===== config.mk =====
export PLATFORM = sky130hd
export DESIGN_NAME = ascii_coord_parser
export DESIGN_NICKNAME = d
export VERILOG_FILES = /design/src/rtl/ascii_coord_pkg.sv /design/src/rtl/ascii_char_class.sv /design/src/rtl/ascii_coord_parser.sv
export SDC_FILE = /design/constraint.sdc
export NUM_CORES = 1
export LEC_CHECK = 0
export CORE_MARGIN = 5
export CORE_UTILIZATION = 35
export CTS_BUF_LIST = sky130_fd_sc_hd__clkbuf_4
export DETAILED_ROUTE_END_ITERATION = 8
export PLACE_DENSITY = 0.61
export SYNTH_ARGS = -nofsm -noshare
export SYNTH_HDL_FRONTEND = slang
export SYNTH_SLANG_ARGS = --single-unit

===== constraint.sdc =====
create_clock -name clock -period 3.7 [get_ports clock]
set_input_delay 0.74 -clock clock [delete_from_list [all_inputs] [get_ports clock]]
set_output_delay 0.74 -clock clock [all_outputs]
set_load 0.02 [all_outputs]

===== src/rtl/ascii_coord_pkg.sv =====
// ascii_coord_pkg
// Shared definitions for the ASCII coordinate frame parser: character
// constants, the parser state enum and the character class enum.
// Used by: ascii_char_class, ascii_coord_parser.
package ascii_coord_pkg;

    localparam logic [7:0] ASC_S     = 8'h53;
    localparam logic [7:0] ASC_E     = 8'h45;
    localparam logic [7:0] ASC_COMMA = 8'h2C;
    localparam logic [7:0] ASC_MINUS = 8'h2D;
    localparam logic [7:0] ASC_SPACE = 8'h20;
    localparam logic [7:0] ASC_CR    = 8'h0D;
    localparam logic [7:0] ASC_LF    = 8'h0A;
    localparam logic [7:0] ASC_0     = 8'h30;
    localparam logic [7:0] ASC_9     = 8'h39;

    typedef enum logic [1:0] {
        IDLE,
        FIELD_START,
        FIELD
    } parse_state_t;

    typedef enum logic [2:0] {
        CC_START,
        CC_END,
        CC_SEP,
        CC_DIGIT,
        CC_MINUS,
        CC_SPACE,
        CC_OTHER
    } char_class_t;

endpackage


===== src/rtl/ascii_char_class.sv =====
// ascii_char_class
// Purely combinational classifier for one incoming character.
// Ports:
//   ascii       in  8  character to classify
//   class_c     out    START/END/SEP/DIGIT/MINUS/SPACE/OTHER
//   digit_c     out 4  decimal value when class_c is CC_DIGIT, else 0
import ascii_coord_pkg::*;

module ascii_char_class (
    input  logic [7:0]  ascii,
    output char_class_t class_c,
    output logic [3:0]  digit_c
);

    always_comb begin
        class_c = CC_OTHER;
        digit_c = 4'd0;
        if (ascii >= ASC_0 && ascii <= ASC_9) begin
            class_c = CC_DIGIT;
            // '0'..'9' are 0x30..0x39, so the low nibble is the value
            digit_c = ascii[3:0];
        end else begin
            case (ascii)
                ASC_S:                     class_c = CC_START;
                ASC_E:                     class_c = CC_END;
                ASC_COMMA:                 class_c = CC_SEP;
                ASC_MINUS:                 class_c = CC_MINUS;
                ASC_SPACE, ASC_CR, ASC_LF: class_c = CC_SPACE;
                default:                   class_c = CC_OTHER;
            endcase
        end
    end

endmodule


===== src/rtl/ascii_coord_parser.sv =====
// ascii_coord_parser
// Parses frames of the form  S f0,f1,...,f(N-1) E  (decimal fields) from a
// character stream and publishes all fields atomically on a good frame.
// Whitespace (space/CR/LF) is ignored everywhere; malformed frames are
// dropped with a one-cycle frame_error pulse.
// Optional feature: define COORD_SIGN_EN to accept a leading '-' per field
// and produce two's-complement fields with signed saturation.
// Ports:
//   clock         in   single clock, rising edge
//   reset         in   asynchronous active-high reset
//   ascii         in   8-bit incoming character
//   ascii_valid   in   character strobe
//   coords        out  NUM_COORDS*COORD_W, last good frame, field 0 in LSBs
//   coords_valid  out  one-cycle pulse, new frame on coords
//   coords_sat    out  with coords_valid, some field saturated
//   frame_error   out  one-cycle pulse, malformed frame dropped
//   busy          out  a frame is open
import ascii_coord_pkg::*;

module ascii_coord_parser #(
    parameter int unsigned NUM_COORDS = 3,
    parameter int unsigned COORD_W    = 10,
    parameter int unsigned MAX_DIGITS = 4
) (
    input  logic                          clock,
    input  logic                          reset,
    input  logic [7:0]                    ascii,
    input  logic                          ascii_valid,
    output logic [NUM_COORDS*COORD_W-1:0] coords,
    output logic                          coords_valid,
    output logic                          coords_sat,
    output logic                          frame_error,
    output logic                          busy
);

    localparam int unsigned FRAME_W = NUM_COORDS * COORD_W;
    // acc*10+9 always fits in four extra bits
    localparam int unsigned ACC_W   = COORD_W + 4;
    localparam int unsigned IDX_W   = (NUM_COORDS > 1) ? $clog2(NUM_COORDS) : 1;
    localparam int unsigned CNT_W   = $clog2(MAX_DIGITS + 1);
    localparam logic [IDX_W-1:0] LAST_IDX = IDX_W'(NUM_COORDS - 1);
    localparam logic [CNT_W-1:0] MAX_CNT  = CNT_W'(MAX_DIGITS);
`ifdef COORD_SIGN_EN
    localparam logic [ACC_W-1:0] LIM_POS = {5'd0, {(COORD_W-1){1'b1}}};
    localparam logic [ACC_W-1:0] LIM_NEG = {4'd0, 1'b1, {(COORD_W-1){1'b0}}};
`else
    localparam logic [ACC_W-1:0] LIM_U   = {4'd0, {COORD_W{1'b1}}};
`endif

    char_class_t  char_class;
    logic [3:0]   digit;

    parse_state_t state, state_next;
    logic [COORD_W-1:0] acc, acc_next;
    logic [CNT_W-1:0]   dcnt, dcnt_next;
    logic [IDX_W-1:0]   idx, idx_next;
    logic               sat, sat_next;
    logic [FRAME_W-1:0] shadow, shadow_next;
    logic [FRAME_W-1:0] coords_next;
    logic               valid_next, sat_out_next, err_next;
`ifdef COORD_SIGN_EN
    logic               neg, neg_next;
`endif

    logic [ACC_W-1:0]   prod;
    logic [ACC_W-1:0]   limit;
    logic [COORD_W-1:0] field_val;
    logic               do_start, do_digit, do_sep, do_end, go_error;

    ascii_char_class u_class (
        .ascii   (ascii),
        .class_c (char_class),
        .digit_c (digit)
    );

    // State register
    always_ff @(posedge clock or posedge reset) begin
        if (reset) state <= IDLE;
        else       state <= state_next;
    end

    // Next-state, datapath next values and output pulses
    always_comb begin
        state_next   = state;
        acc_next     = acc;
        dcnt_next    = dcnt;
        idx_next     = idx;
        sat_next     = sat;
        shadow_next  = shadow;
        coords_next  = coords;
        valid_next   = 1'b0;
        sat_out_next = 1'b0;
        err_next     = 1'b0;
        do_start     = 1'b0;
        do_digit     = 1'b0;
        do_sep       = 1'b0;
        do_end       = 1'b0;
        go_error     = 1'b0;
`ifdef COORD_SIGN_EN
        neg_next     = neg;
        limit        = neg ? LIM_NEG : LIM_POS;
        field_val    = neg ? (~acc + COORD_W'(1)) : acc;
`else
        limit        = LIM_U;
        field_val    = acc;
`endif
        prod = (ACC_W'(acc) << 3) + (ACC_W'(acc) << 1) + ACC_W'(digit);

        // Classify the strobed character against the current state
        if (ascii_valid) begin
            if (state == IDLE) begin
                do_start = (char_class == CC_START);
            end else begin
                case (char_class)
                    CC_SPACE: ;
                    CC_START: begin
                        do_start = 1'b1;
                        err_next = 1'b1;
                    end
                    CC_DIGIT: do_digit = 1'b1;
                    CC_SEP: begin
                        if (state == FIELD && idx != LAST_IDX) do_sep = 1'b1;
                        else                                   go_error = 1'b1;
                    end
                    CC_END: begin
                        if (state == FIELD && idx == LAST_IDX) do_end = 1'b1;
                        else                                   go_error = 1'b1;
                    end
`ifdef COORD_SIGN_EN
                    CC_MINUS: begin
                        // only one sign, only before the first digit
                        if (state == FIELD_START && !neg) neg_next = 1'b1;
                        else                              go_error = 1'b1;
                    end
`endif
                    default: go_error = 1'b1;
                endcase
            end
        end

        if (do_digit && dcnt == MAX_CNT) begin
            go_error = 1'b1;
            do_digit = 1'b0;
        end

        if (do_start) begin
            state_next  = FIELD_START;
            acc_next    = '0;
            dcnt_next   = '0;
            idx_next    = '0;
            sat_next    = 1'b0;
            shadow_next = '0;
`ifdef COORD_SIGN_EN
            neg_next    = 1'b0;
`endif
        end

        // Saturating accumulate: once clamped, acc*10 exceeds limit again
        if (do_digit) begin
            state_next = FIELD;
            dcnt_next  = dcnt + CNT_W'(1);
            if (prod > limit) begin
                acc_next = COORD_W'(limit);
                sat_next = 1'b1;
            end else begin
                acc_next = COORD_W'(prod);
            end
        end

        if (do_sep) begin
            shadow_next[int'(idx)*COORD_W +: COORD_W] = field_val;
            idx_next   = idx + IDX_W'(1);
            acc_next   = '0;
            dcnt_next  = '0;
            state_next = FIELD_START;
`ifdef COORD_SIGN_EN
            neg_next   = 1'b0;
`endif
        end

        if (do_end) begin
            coords_next = shadow;
            coords_next[int'(LAST_IDX)*COORD_W +: COORD_W] = field_val;
            valid_next   = 1'b1;
            sat_out_next = sat;
            state_next   = IDLE;
        end

        if (go_error) begin
            err_next   = 1'b1;
            state_next = IDLE;
        end
    end

    // Datapath and registered outputs
    always_ff @(posedge clock or posedge reset) begin
        if (reset) begin
            acc          <= '0;
            dcnt         <= '0;
            idx          <= '0;
            sat          <= 1'b0;
            shadow       <= '0;
            coords       <= '0;
            coords_valid <= 1'b0;
            coords_sat   <= 1'b0;
            frame_error  <= 1'b0;
            busy         <= 1'b0;
`ifdef COORD_SIGN_EN
            neg          <= 1'b0;
`endif
        end else begin
            acc          <= acc_next;
            dcnt         <= dcnt_next;
            idx          <= idx_next;
            sat          <= sat_next;
            shadow       <= shadow_next;
            coords       <= coords_next;
            coords_valid <= valid_next;
            coords_sat   <= sat_out_next;
            frame_error  <= err_next;
            busy         <= (state_next != IDLE);
`ifdef COORD_SIGN_EN
            neg          <= neg_next;
`endif
        end
    end

endmodule


==> results of run 1 <==
[worst max-delay path by stage]
stage | from | to | slack, ps | depth (start not counted)
floorplan | ascii[3] | acc[4] | 30 | 10
global placement | ascii[6] | acc[9] | -250 | 10
detailed placement | ascii[6] | acc[9] | -360 | 10
CTS | ascii[6] | acc[5] | 90 | 11
global route | ascii[3] | acc[2] | -8 | 12
finish | ascii[3] | acc[2] | 120 | 12
[where the power goes]
group | internal, W | total (W) | switching, W
clock | 0.000336 | 0.000605 | 0.000269
sequential | 0.000803 | 0.000838 | 0.0000350
combinational | 0.000124 | 0.000293 | 0.000169
[repair_timing]
action | CTS | global route
resized for setup | 0 | 15
setup buffers | 0 | 1
endpoints found under the hold margin | 0 | 0
endpoints found under the setup margin | 0 | 11
[stage by stage]
step / util / cell area, µm² / hold WS, ps / std cells / worst slack, ps
after floorplan: - / 4238 / 444.0 / 398 / 26.05
after global placement: 0.4126 / 4935 / 468.7 / 590 / -247.9
after detailed placement: 0.4126 / 4935 / 466.3 / 590 / -362.8
after CTS: 0.4274 / 5112 / 458.4 / 606 / 88.79
after global routing: 0.4338 / 5189 / 491.8 / 608 / -8.422
final: 0.4338 / 5189 / 491.0 / 608 / 121.6
[layout make-up]
class	instances	area (µm²)	share of cell area
multi-input combinational	296	2372	0.4572
sequential	72	1802	0.3472
timing repair buffer	66	611.8	0.1179
tap	147	183.9	0.03545
clock inverter	7	110.1	0.02122
clock buffer	9	67.56	0.01302
inverter	11	41.29	0.007958
[logic make-up (layout without fill, tap and decap cells)]
family | count (synthesis) | count (layout) | share of synthesized area
AO/OA/AOI/OAI | 119 | 119 | 0.1922
AND/OR/NAND/NOR | 100 | 100 | 0.1447
flip-flops | 72 | 72 | 0.4252
multiplexers | 42 | 42 | 0.1092
buffers and inverters | 30 | 93 | 0.02805
adder cells (fa/ha/maj) | 28 | 28 | 0.08621
XOR/XNOR | 7 | 7 | 0.01447
[cells in the final DEF, fill, tap and decap left out, types with 3 or more instances in the layout]
cell and instances:
a21o_1 5, a21oi_1 25, a22o_1 12, a22oi_1 4, a31oi_1 9, a41oi_1 4, and2_1 3, and3_1 7
buf_4 20, bufinv_16 3, clkbuf_4 9, clkdlybuf4s50_1 42, dfrtp_1 72, ha_1 25, inv_1 10, mux2_2 34
mux2i_1 8, nand2_1 21, nand2b_1 6, nand3_1 4, nand3b_1 4, nand4_1 3, nor2_1 17, nor3_1 9
o21a_1 3, o21ai_0 15, o21ai_1 3, o22ai_1 11, o2bb2ai_1 5, o31ai_1 4, o32ai_1 3, or3_1 3
xor2_1 5
[metal layers]
layer	vias to the layer above	routed length, µm
met3	17	445
met1	1666	4529
met4	0	204
li1	1649	-
met5	-	0
met2	70	4955
[critical path, delay by kind of cell]
kind	cells	cell delay [ps]
buf+inv	3	920
simple gates	2	550
compound gates	4	800
fa+ha+maj	3	870
[state kept, by name, summed over array words and instances, names as in the netlist]
register / flops
busy: 1
coords_sat: 1
acc: 10
coords_valid: 1
idx: 2
dcnt: 3
shadow: 20
coords: 30
frame_error: 1
sat: 1
state: 2
==> results.sh, run 1 <==
export IMPL_hold_class="flip-flop to flip-flop"
export IMPL_fmax_mhz=279.5
export IMPL_min_to="shadow[1]"
export IMPL_worst_ep_arrival_time_ps=3890
export IMPL_status="complete, no violations"
export IMPL_power_density_nw_per_um2=334.6
export IMPL_final_antenna_net_count=0
export IMPL_drv_cap=0
export IMPL_hold_viol_final=0
export IMPL_design_die_area_um2=14410
export IMPL_synthTopCellsByArea="dfrtp_1, mux2_2, ha_1, a21oi_1, a22o_1"
export IMPL_ctsRootBufferMaster="clkbuf_4"
export IMPL_grtUsageMet3=0.02686
export IMPL_cts_tree="done"
export IMPL_slowest_stage="clkdlybuf4s50_1"
export IMPL_grt_use_total=0.1423
export IMPL_globalplace_congestion=0.8554
export IMPL_synth_edf_count=0
export IMPL_ys_seq_area_frac=0.4252
export IMPL_gr_total_overflow=0
export IMPL_core_region_area_um2=11960
export IMPL_grt_met1_usage=0.1841
export IMPL_finClkSkew_ps=12.45
export IMPL_finalSetupViolCount=0
export IMPL_drc=0
export IMPL_critPathKind="input port to flip-flop"
export IMPL_max_stage_delay_ps=510
export IMPL_io_pins=45
export IMPL_wl_per_cell_um=16.67
export IMPL_async_flop_share=1.000
export IMPL_clock_path_buffers=2
export IMPL_period_needed_ps=3578
export IMPL_syn_area_um2=4238
export IMPL_slew_violations=0
export IMPL_yosys_register_bits=72
export IMPL_critPathMaxFanout=10
export IMPL_yosys_area_top_type_share=0.4252
export IMPL_synthToLayoutAreaGrowth_pct=22.44
export IMPL_viasPerCell=5.595
export IMPL_synth_common_cells="dfrtp_1, mux2_2, ha_1"
export IMPL_r2r_start="acc[2]"
export IMPL_postCtsHoldBufs=0
export IMPL_drive_above_1_share=0.1887
export IMPL_drtPass1Iterations=4
export IMPL_synth_top_cell_by_area="dfrtp_1"
export IMPL_min_path_cells=1
export IMPL_synth_avg_cell_area_um2=10.65
export IMPL_clkTransAtPathRegs_ps=110
export IMPL_clkLatencyLatePin_ps=430
export IMPL_initial_core_util=0.3543
export IMPL_dp_hpwl_mm=7.454
export IMPL_critPathCaptureType="flip-flop"
export IMPL_start_kind="input port"
export IMPL_grt_use_met2=0.2318
export IMPL_grt_busiest_layer="met2"
export IMPL_post_synth_top_count_cell="dfrtp_1"
export IMPL_clkSinkCount=72
export IMPL_worstPathCellList="clkdlybuf4s50_1 > buf_4 > and3b_1 > ha_1 > ha_2 > fa_2 > a21o_1 > a221oi_4 > o31ai_4 > nor4_4 > buf_2 > a31oi_1"
export IMPL_synthFlopType="dfrtp_1"
export IMPL_die_w_um=120.0
export IMPL_leakage_nw=2.384
export IMPL_synth_cell_types=61
export IMPL_grt_pass1_wl_mm=16.62
export IMPL_cts_buffers=9
export IMPL_maxSlewHeadroom=0.4339
export IMPL_ctsHtreeMaxLevel=3
export IMPL_syn_nets=437
export IMPL_tightest_slew_ps=846.0
export IMPL_vias=3402
export IMPL_antenna_cells=0
export IMPL_vdd_ir_drop_max_mv=0.1110
export IMPL_grt_pass1_vias=3262
export IMPL_portBuffers=44
export IMPL_fin_nets=495
export IMPL_syn_inst=398
export IMPL_tns_ps=0
export IMPL_fp_row_count=40
export IMPL_cp_required_ps=4010
export IMPL_r2r_slack_ps=710
export IMPL_die_y_um=120.0
export IMPL_p_total_w=0.001736
export IMPL_min_from="shadow[1]"
export IMPL_fill_cells=1172
export IMPL_worstRegToRegCells=8
export IMPL_drt_initial_drc_count=283
export IMPL_finalCritPeriodShare=0.9671
export IMPL_routed_wl_mm=10.13
export IMPL_grt_max_degree=43
export IMPL_antenna_found_initial=0
export IMPL_yosys_warnings=0
export IMPL_r2r_end="acc[2]"
Note: power is estimated with default switching activity, not from simulation.
==> inputs of run 2 (changes only) <==
Settings changed: CORE_UTILIZATION 35 to 59, PLACE_DENSITY 0.61 to 0.9.
==> run 2 against run 1 <==
  * Hold slack worse by 1.1 ps
  * Global-route usage is 9.1 points higher
  * Worst setup slack worse by 46 ps
  * Largest cell class unchanged
==> results.sh, run 2 (synthesized netlist as in run 1, its figures left out) <==
export IMPL_status="complete, no violations"
export IMPL_drc=0
export IMPL_rsz0062_at_grt="yes"
export IMPL_core_region_area_um2=6907
export IMPL_grtUsageMet3=0.04462
export IMPL_dpl_worst_slack_ps=-334.1
export IMPL_grt_pass1_wl_mm=16.37
export IMPL_dp_hpwl_mm=7.272
export IMPL_finalSetupViolCount=0
export IMPL_clkSinkCount=72
export IMPL_wl_per_cell_um=17.25
export IMPL_min_from="shadow[1]"
export IMPL_gr_total_overflow=0
export IMPL_fin_ws_ps=75.91
export IMPL_grt_use_total=0.2338
export IMPL_hold_viol_final=0
export IMPL_critPathCaptureType="flip-flop"
export IMPL_critPathKind="input port to flip-flop"
export IMPL_cp_required_ps=3990
export IMPL_r2r_end="acc[9]"
export IMPL_clock_path_buffers=2
export IMPL_clkTransAtPathRegs_ps=110
export IMPL_power_density_nw_per_um2=325.9
export IMPL_grt_use_met2=0.3969
export IMPL_layout_common_cells="dfrtp_1, clkdlybuf4s50_1, mux2_2"
export IMPL_ctsRootBufferMaster="clkbuf_4"
export IMPL_synthToLayoutAreaGrowth_pct=18.98
export IMPL_worst_ep_arrival_time_ps=3910
export IMPL_critPathMaxFanout=4
export IMPL_finalCritPeriodShare=0.9795
export IMPL_drive_above_1_share=0.1739
export IMPL_drt_initial_drc_count=159
export IMPL_fp_row_count=30
export IMPL_place_inst=541
export IMPL_reg_largest_list="coords (30), shadow (20), acc (10)"
export IMPL_grt_met1_usage=0.2803
export IMPL_cts_resized=0
export IMPL_routed_wl_mm=9.593
export IMPL_final_antenna_net_count=0
export IMPL_io_pins=45
export IMPL_layout_commonest_cell="dfrtp_1"
export IMPL_drv_cap=0
export IMPL_design_die_area_um2=8978
export IMPL_fmax_mhz=275.9
export IMPL_largest_reg_flops=30
export IMPL_grt_pass1_vias=3553
export IMPL_finClkSkew_ps=15.41
export IMPL_holdWs_ps=489.9
export IMPL_period_needed_ps=3624
export IMPL_r2r_slack_ps=710
export IMPL_min_path_cells=1
export IMPL_vias=3456
export IMPL_grt_max_degree=73
export IMPL_cts_buffers=9
export IMPL_leakage_nw=2.356
export IMPL_r2r_start="acc[0]"
export IMPL_min_to="shadow[1]"
export IMPL_ctsHtreeMaxLevel=3
export IMPL_viasPerCell=6.216
export IMPL_initial_core_util=0.6136
export IMPL_portBuffers=44
export IMPL_regMostFlops="coords"
export IMPL_post_cts_buffers=0
export IMPL_fin_cells=556
export IMPL_start_kind="input port"
export IMPL_vdd_ir_drop_max_mv=0.1821
export IMPL_p_total_w=0.001643
export IMPL_grt_busiest_layer="met2"
export IMPL_crit_start="ascii[6]"
export IMPL_slew_violations=0
export IMPL_cts_tree="done"
export IMPL_antenna_found_initial=0
export IMPL_drtPass1Iterations=4
export IMPL_antenna_cells=0
export IMPL_worstRegToRegCells=7
export IMPL_clkLatencyLatePin_ps=420
export IMPL_die_w_um=94.75
export IMPL_hold_class="flip-flop to flip-flop"
export IMPL_fin_nets=495
export IMPL_globalplace_congestion=0.8760
export IMPL_die_y_um=94.75
export IMPL_maxSlewHeadroom=0.4318
export IMPL_final_util=0.7301
export IMPL_fill_cells=542
export IMPL_tightest_slew_ps=852.3
export IMPL_postCtsHoldBufs=0
==> run 2: changes by cell type in the layout (fill, tap and decap cells not counted), sizes merged <==
cell,delta
clkinv,-1
clkinvlp,+1
bufinv,-1
dlymetal6s2s,-2
clkdlybuf4s50,+2
==> run 2: per-layer routing <==
| metal | vias to the layer above | part of all wire |
|---|---|---|
| met3 | 33 | 0.049 |
| met2 | 106 | 0.50 |
| li1 | 1642 | - |
| met4 | 0 | 0.040 |
| met5 | - | 0 |
| met1 | 1675 | 0.41 |
==> run 2: worst max-delay path by stage <==
stage               slack, ps  depth (start not counted)  endpoint
finish                     80                         10    acc[9]
global route              -20                         11    acc[5]
CTS                       120                         10    acc[9]
detailed placement       -330                         11    acc[8]
global placement         -240                         10    acc[9]
floorplan                  30                         10    acc[4]
==> run 2: per-stage QoR <==
step,cell area [µm²],setup TNS (ps)
after detailed placement,4886,-3293
after floorplan,4238,0
final,5042,0
after CTS,5039,0
after global routing,5042,-30.32
after global placement,4886,-2420
==> run 2: worst max-delay path: stages <==
cell and delay [ps]:
clkdlybuf4s50_1 470, and4bb_2 260, and3_1 180, fa_1 500
fa_1 460, a21o_1 230, a221oi_2 360, o21ai_0 180
a2111oi_0 410, a21oi_1 110
==> run 2: area by class of cell <==
cell class              count  area [µm²]  area share
flip-flops and latches     72        1802      0.3573
well taps                  96       120.1     0.02382
multi-input cells         296        2317      0.4596
clock inverters             6       85.08     0.01687
repair buffers             66       609.3      0.1208
inverters                  11       41.29    0.008189
clock buffers               9       67.56     0.01340
==> run 2: report_power, final <==
part / internal (W) / switching [W] / leakage (nW)
Clock: 0.000268 / 0.000261 / 0.0778
Combinational: 0.000118 / 0.000160 / 1.28
Sequential: 0.000803 / 0.0000336 / 0.999
==> inputs of run 3 (changes only) <==
Settings changed: CORE_UTILIZATION 59 to 57, CTS_BUF_LIST sky130_fd_sc_hd__clkbuf_4 to unset, CTS_CLUSTER_DIAMETER set to 40, PLACE_DENSITY 0.9 to 0.87.
==> run 3 against run 2 <==
  * Combinational power is 5% higher
  * Sequential cell count did not move
  * Final cell count grew 0.72%
  * Via count up 0.78%
  * Utilization shrank 1.3 points
  * Register-to-register slack improved by 90 ps
  * Largest cell class unchanged
  * Fmax is 0.84% higher
==> results.sh, run 3 (synthesized netlist as in run 1, its figures left out) <==
export IMPL_status="complete, no violations"
export IMPL_drt_initial_drc_count=150
export IMPL_finalCritPeriodShare=0.9713
export IMPL_fin_nets=495
export IMPL_grt_met1_usage=0.2897
export IMPL_grt_use_total=0.2355
export IMPL_layout_common_cells="dfrtp_1, clkdlybuf4s50_1, mux2_2"
export IMPL_max_stage_delay_ps=500
export IMPL_design_die_area_um2=9259
export IMPL_tightest_slew_ps=871.0
export IMPL_gr_total_overflow=0
export IMPL_cp_required_ps=3920
export IMPL_ctsRootBufferMaster="clkbuf_8"
export IMPL_antenna_found_initial=0
export IMPL_largest_reg_flops=30
export IMPL_cts_buffers=9
export IMPL_globalplace_congestion=0.8662
export IMPL_critPathCaptureType="flip-flop"
export IMPL_die_w_um=96.23
export IMPL_slowest_stage="fa_1"
export IMPL_fp_row_count=31
export IMPL_cts_tree="done"
export IMPL_slew_violations=0
export IMPL_finalSetupViolCount=0
export IMPL_dpl_worst_slack_ps=-351.8
export IMPL_clkTransAtPathRegs_ps=80
export IMPL_ctsHtreeMaxLevel=3
export IMPL_grtUsageMet3=0.03597
export IMPL_worst_ep_arrival_time_ps=3810
export IMPL_drive_above_1_share=0.1887
export IMPL_die_y_um=96.23
export IMPL_wl_per_cell_um=18.07
export IMPL_maxSlewHeadroom=0.4194
export IMPL_drc=0
export IMPL_hold_viol_final=0
export IMPL_dp_hpwl_mm=7.353
export IMPL_post_cts_buffers=0
export IMPL_grt_max_degree=73
export IMPL_fmax_mhz=278.3
export IMPL_fin_ws_ps=106.2
export IMPL_worstPathCellList="clkdlybuf4s50_1 > and4bb_2 > and3_1 > fa_1 > fa_2 > a21o_1 > a221oi_4 > o21ai_1 > a2111oi_2 > a21oi_1"
export IMPL_regMostFlops="coords"
export IMPL_antenna_cells=0
export IMPL_viasPerCell=6.220
export IMPL_power_density_nw_per_um2=375.4
export IMPL_clkSinkCount=72
export IMPL_core_region_area_um2=7253
export IMPL_layout_commonest_cell="dfrtp_1"
export IMPL_io_pins=45
export IMPL_hold_class="flip-flop to flip-flop"
export IMPL_grt_busiest_layer="met2"
export IMPL_period_needed_ps=3594
export IMPL_critPathMaxFanout=4
export IMPL_grt_pass1_vias=3521
export IMPL_portBuffers=44
export IMPL_critPathBufInv=1
export IMPL_cp_top_family="compound AO/OA/AOI/OAI gates"
export IMPL_drv_cap=0
export IMPL_finClkSkew_ps=6.806
export IMPL_leakage_nw=2.417
export IMPL_final_antenna_net_count=0
export IMPL_grt_use_met2=0.4031
export IMPL_reg_largest_list="coords (30), shadow (20), acc (10)"
export IMPL_tns_ps=0
export IMPL_routed_wl_mm=10.12
export IMPL_start_kind="input port"
export IMPL_synthToLayoutAreaGrowth_pct=22.70
export IMPL_initial_core_util=0.5843
export IMPL_grt_pass1_wl_mm=16.86
export IMPL_clkLatencyLatePin_ps=350
export IMPL_drtPass1Iterations=5
export IMPL_vdd_ir_drop_max_mv=0.1983
export IMPL_postCtsHoldBufs=0
export IMPL_vias=3483
export IMPL_critPathKind="input port to flip-flop"
export IMPL_clock_path_buffers=2
-- run 3: cell types whose count changed in the layout (fill, tap and decap cells not counted), sizes merged --
cell,previous run,this run
bufinv,2,4
clkbuf,9,10
clkinvlp,2,0
-- run 3: routing by layer --
metal | wire length (µm) | vias to the layer above
met1 | 4240 | 1711
met5 | 0 | -
li1 | - | 1641
met2 | 5103 | 107
met4 | 306 | 0
met3 | 466 | 24
-- run 3: stage by stage --
stage                     cell area (µm²)  hold WS [ps]  total power, W  utilization  cells
after global routing                 5200         495.0        0.002023       0.7169    560
final                                5200         476.7        0.001952       0.7169    560
after CTS                            5151         483.8        0.001938       0.7102    559
after detailed placement             4882         466.1        0.001123       0.6731    543
after global placement               4882         462.9        0.001113       0.6731    543
after floorplan                      4238         444.0        0.001024            -    398
-- run 3: worst paths after layout --
path | start | end | slack [ps] | cells after the start
min | shadow[0] | shadow[0] | 480 | 1
max reg2reg | acc[0] | acc[9] | 800 | 7
min reg2reg | shadow[0] | shadow[0] | 480 | 1
max in group asynchronous | reset | acc[5] | 2170 | 3
min in group asynchronous | reset | shadow[15] | 980 | 3
max | ascii[6] | acc[9] | 110 | 10
-- run 3: layout make-up --
cell class                 count  area (µm²)
timing repair buffer          66       609.3
tap                           99       123.9
sequential                    72        1802
inverter                      11       41.29
fill                         549        2053
clock inverter                 6       130.1
clock buffer                  10       137.6
multi-input combinational    296        2356
-- run 3: power by group --
| part | leakage, nW | internal (W) | switching, W | total [W] |
|---|---|---|---|---|
| registers | 0.999 | 0.000803 | 0.0000354 | 0.000838 |
| logic | 1.28 | 0.000125 | 0.000168 | 0.000293 |
| clock network | 0.136 | 0.000532 | 0.000288 | 0.000820 |
| total | 2.42 | 0.00146 | 0.000492 | 0.00195 |
-- run 3: repair_timing --
action                     in CTS  in global routing
gates cloned                    0                  1
pin swaps                       0                  2
gates resized for setup         1                 10
setup endpoints to repair       1                 11
